### config.mk
export PLATFORM = sky130hd
export DESIGN_NAME = mul_iter_seq_nbpc
export DESIGN_NICKNAME = d
export VERILOG_FILES = /design/src/rtl/mul_iter_seq_nbpc.sv
export SDC_FILE = /design/constraint.sdc
export NUM_CORES = 1
export LEC_CHECK = 0
export ABC_AREA = 0
export BUFFER_PORTS_ARGS = -buffer_cell sky130_fd_sc_hd__buf_2
export CORE_MARGIN = 2
export CORE_UTILIZATION = 34
export CTS_BUF_LIST = sky130_fd_sc_hd__clkbuf_4
export DETAILED_ROUTE_END_ITERATION = 8
export GPL_TIMING_DRIVEN = 0
export PLACE_DENSITY = 0.48
export SKIP_CTS_REPAIR_TIMING = 1
export SYNTH_ARGS = -nofsm -noshare
export SYNTH_HDL_FRONTEND = slang
export SYNTH_SLANG_ARGS = --single-unit
### constraint.sdc
create_clock -name clk -period 10.3 [get_ports clk]
set_input_delay 0.515 -clock clk [delete_from_list [all_inputs] [get_ports clk]]
set_output_delay 0.515 -clock clk [all_outputs]
set_load 0.01 [all_outputs]
### src/rtl/mul_iter_seq_nbpc.sv
// mul_iter_seq_nbpc: iterative multiplier retiring BPC multiplier bits per clock into a 2*WIDTH-bit product
//   clk, rst_n (async active-low)
//   in_valid/in_ready, a, b, is_signed : operand handshake, accepted only in IDLE
//   out_valid/out_ready, product       : result handshake, product held while out_valid
//   busy                               : high in RUN or DONE
//   MUL_EARLY_TERM_EN                  : when defined, leave RUN once the remaining multiplier bits are zero
module mul_iter_seq_nbpc #(
  parameter int WIDTH = 32,
  parameter int BPC = 2
) (
  input  logic               clk,
  input  logic               rst_n,
  input  logic               in_valid,
  output logic               in_ready,
  input  logic [WIDTH-1:0]   a,
  input  logic [WIDTH-1:0]   b,
  input  logic               is_signed,
  output logic               out_valid,
  input  logic               out_ready,
  output logic [2*WIDTH-1:0] product,
  output logic               busy
);
  localparam int N = WIDTH / BPC;
  localparam int CW = $clog2(N + 1);
  localparam int PW = 2 * WIDTH;
  typedef enum logic [1:0] {IDLE, RUN, DONE} state_t;
  state_t state, state_nx;
  logic [WIDTH-1:0] mcand, mplier;
  logic neg, last, early, fin;
  logic [CW-1:0] cnt;
  logic [PW-1:0] acc, term, acc_nx;
  // magnitudes are unsigned WIDTH-bit values, so the most-negative operand cannot overflow
  always_comb begin
    term = PW'(mcand) * PW'(mplier[BPC-1:0]);
    acc_nx = acc + (term << (BPC * cnt));
    last = cnt == CW'(N - 1);
  end
`ifdef MUL_EARLY_TERM_EN
  assign early = mplier == '0;
`else
  assign early = 1'b0;
`endif
  assign fin = last | early;
  always_ff @(posedge clk or negedge rst_n)
    if (!rst_n) state <= IDLE;
    else state <= state_nx;
  always_comb begin
    state_nx = state;
    case (state)
      IDLE: state_nx = in_valid ? RUN : IDLE;
      RUN: state_nx = fin ? DONE : RUN;
      DONE: state_nx = out_ready ? IDLE : DONE;
      default: state_nx = IDLE;
    endcase
  end
  always_comb begin
    in_ready = state == IDLE;
    out_valid = state == DONE;
    busy = state != IDLE;
  end
  always_ff @(posedge clk or negedge rst_n)
    if (!rst_n) begin
      mcand <= '0;
      mplier <= '0;
      neg <= 1'b0;
      cnt <= '0;
      acc <= '0;
      product <= '0;
    end else if (state == IDLE && in_valid) begin
      mcand <= (is_signed && a[WIDTH-1]) ? -a : a;
      mplier <= (is_signed && b[WIDTH-1]) ? -b : b;
      neg <= is_signed & (a[WIDTH-1] ^ b[WIDTH-1]);
      cnt <= '0;
      acc <= '0;
    end else if (state == RUN) begin
      acc <= acc_nx;
      mplier <= mplier >> BPC;
      cnt <= cnt + 1'b1;
      if (fin) product <= neg ? -acc_nx : acc_nx;
    end
endmodule

==> results.json <==
{
  "critPathKind": "flip-flop to flip-flop",
  "reg2reg_to": "product[58]",
  "tightestPinTransition_ns": 1.33,
  "cts.sinks": 200,
  "fin_crit_sh": 0.951,
  "die_h_um": 242,
  "start_util": 0.343,
  "htreeDepth": 4,
  "ys_seq_area_frac": 0.259,
  "finClkSkew_ns": 0.0575,
  "critPathRequiredTime_ns": 10.99,
  "first_global_vias": 19500,
  "dpl.hpwl_um": 64400,
  "crit_path_end_kind": "flip-flop",
  "cpMaxStageDelayCell": "o21ai_0",
  "place.gp.congestion": 0.969,
  "cts_buffers": 17,
  "drtPass1Iterations": 6,
  "grt-ovfl-total": 0,
  "top_layer": "met4",
  "max_stage_delay_ns": 0.73,
  "cts.reportedPaths.clkPinSlew_ns": 0.21,
  "root_buffer": "clkbuf_4",
  "status": "complete, but fails checks",
  "drc": 0,
  "cap_violations": 0,
  "viasPerCell": 5.77,
  "fin_crit_ns": 9.79,
  "slew_violations": 0,
  "violations": "negative hold slack",
  "antenna_left": 0,
  "max_freq_mhz": 102,
  "path_max_fanout": 10,
  "setup_viol_count_final": 0,
  "dieArea_um2": 58700,
  "drive_gt1_frac": 0.0947,
  "io_buffers": 135,
  "nets": 2881,
  "synthFlopType": "dfrtp_1",
  "hold_viol": 1,
  "synthArstFlopShare": 1.00,
  "postRouteWirelength_um": 79500,
  "ys_seq_elements": 200,
  "syn_to_final_growth_pct": 11.2,
  "synthesis.area_um2": 19300,
  "worstPathArrival_ns": 10.48,
  "r2r_slack_ns": 0.51,
  "crit_path_start_kind": "flip-flop",
  "tns_ns": 0,
  "tritoncts": "yes",
  "wl_met1_um": 36000,
  "synth_nets": 2713,
  "dr_wl_met2_um": 37500,
  "wl_per_cell_um": 22.8,
  "syn_area_per_cell_um2": 7.59,
  "wl_met3_um": 2940,
  "reg2reg_from": "mplier[0]",
  "clk_path_buf_depth": 2,
  "grt.total_usage": 0.268,
  "whs_ns": -0.00170,
  "worst_hold_path.endpoint": "mcand[0]",
  "hp-start": "a[0]",
  "synth.distinct_cells": 91,
  "rr_worst_depth": 31,
  "yosysWarningCount": 0,
  "path_buf_inv": 4,
  "critPathTopFamily": "compound AO/OA/AOI/OAI gates",
  "ios": 136,
  "rows": 87,
  "core_area_um2": 56300,
  "drt_iter0_drc": 1415,
  "syn-instance-count": 2543,
  "holdPathStages": 3,
  "clock_latency_ns": 0.81,
  "grt_pass1_wl_um": 121000,
  "maxSlewHeadroom": 0.111,
  "synth_edf_count": 0,
  "dr_total_vias": 20100,
  "die_w_um": 242,
  "hold_path_class": "input port to flip-flop",
  "antenna_found_initial": 2,
  "grt_max_degree": 73
}
-- worst min-delay path, delay by kind of cell --
family	cells	cell delay, ns
buffers and inverters	2	0.19
AO/OA/AOI/OAI	1	0.09
-- cell families after synthesis --
family,synth area share
flops,0.259
mux,0.0360
simple gates,0.232
fa+ha+maj,0.0662
xor+xnor,0.0925
compound gates,0.272
buf+inv,0.0417
-- metrics by stage --
step / cell area (µm²) / worst slack, ns / utilization / instances / hold slack [ns]
6_report: 21500 / 0.506 / 0.382 / 3483 / -0.00170
5_1_grt: 21500 / -0.00179 / 0.382 / 3482 / -0.00294
4_1_cts: 21300 / -0.269 / 0.378 / 3468 / -0.450
3_5_place_dp: 21000 / -0.203 / 0.373 / 3437 / 0.466
3_3_place_gp: 20900 / -0.549 / 0.372 / 3434 / 0.456
2_1_floorplan: 19300 / 2.71 / - / 2543 / 0.219
-- worst max-delay path by stage --
stage / startpoint / to / slack, ns / depth (start not counted)
2_1_floorplan: mplier[0] / product[60] / 2.71 / 30
3_3_place_gp: mplier[0] / product[63] / -0.55 / 29
3_5_place_dp: mplier[0] / product[63] / -0.20 / 30
4_1_cts: mplier[0] / product[63] / -0.27 / 30
5_1_grt: mplier[0] / product[58] / -0.002 / 31
6_report: mplier[0] / product[58] / 0.51 / 31
-- layout make-up --
class                           count  area (µm²)
Fill cell                        6087       34800
Multi-Input combinational cell   2131       13600
Sequential cell                   200        5000
Tap cell                          756         946
Timing Repair Buffer              149         858
Buffer                            167         637
Inverter                           45         169
Clock inverter                     14         154
Clock buffer                       17         128
Antenna cell                        4        10.0
-- cell usage after synthesis (all sizes together) (50+ instances only) --
master,count,area [µm²]
a21oi,155,776
ha,99,1240
a21o,58,435
and2,85,532
o21ai,309,1550
nand3,82,410
clkbuf,147,552
nor2,189,712
nand2,359,1350
xnor2,107,937
xor2,96,848
nand4,50,325
dfrtp,200,5000
-- state kept, by name, summed over array words and instances (netlist names) --
register / count
product: 64
acc: 64
mplier: 32
state: 2
mcand: 32
cnt: 5
neg: 1
-- placed cells by master (no fill, tap or decap), drive strengths merged, types with 15 or more instances in the layout --
| master | count |
|---|---|
| or3 | 24 |
| o21a | 29 |
| xnor2 | 107 |
| o31ai | 37 |
| clkbuf | 164 |
| a21oi | 155 |
| a21o | 58 |
| dfrtp | 200 |
| o211ai | 18 |
| o22ai | 16 |
| nand4 | 50 |
| a22oi | 16 |
| ha | 99 |
| and3 | 17 |
| mux2i | 30 |
| nand3 | 82 |
| a22o | 25 |
| inv | 48 |
| o21ai | 309 |
| a211oi | 15 |
| buf | 158 |
| xor2 | 96 |
| nand2 | 359 |
| nor3 | 42 |
| and2 | 85 |
| nor2 | 189 |
| a31oi | 45 |
| nor4 | 18 |
| mux2 | 19 |
-- metal layers --
metal | GRT usage | up-vias
li1 | - | 9609
met1 | 0.352 | 9815
met2 | 0.449 | 565
met3 | 0.0277 | 104
met4 | 0.108 | 0
met5 | 0 | -
Power is left out: the tool's default activity adds up to more than one toggle a clock period on the data nets, which glitch-free logic cannot reach.
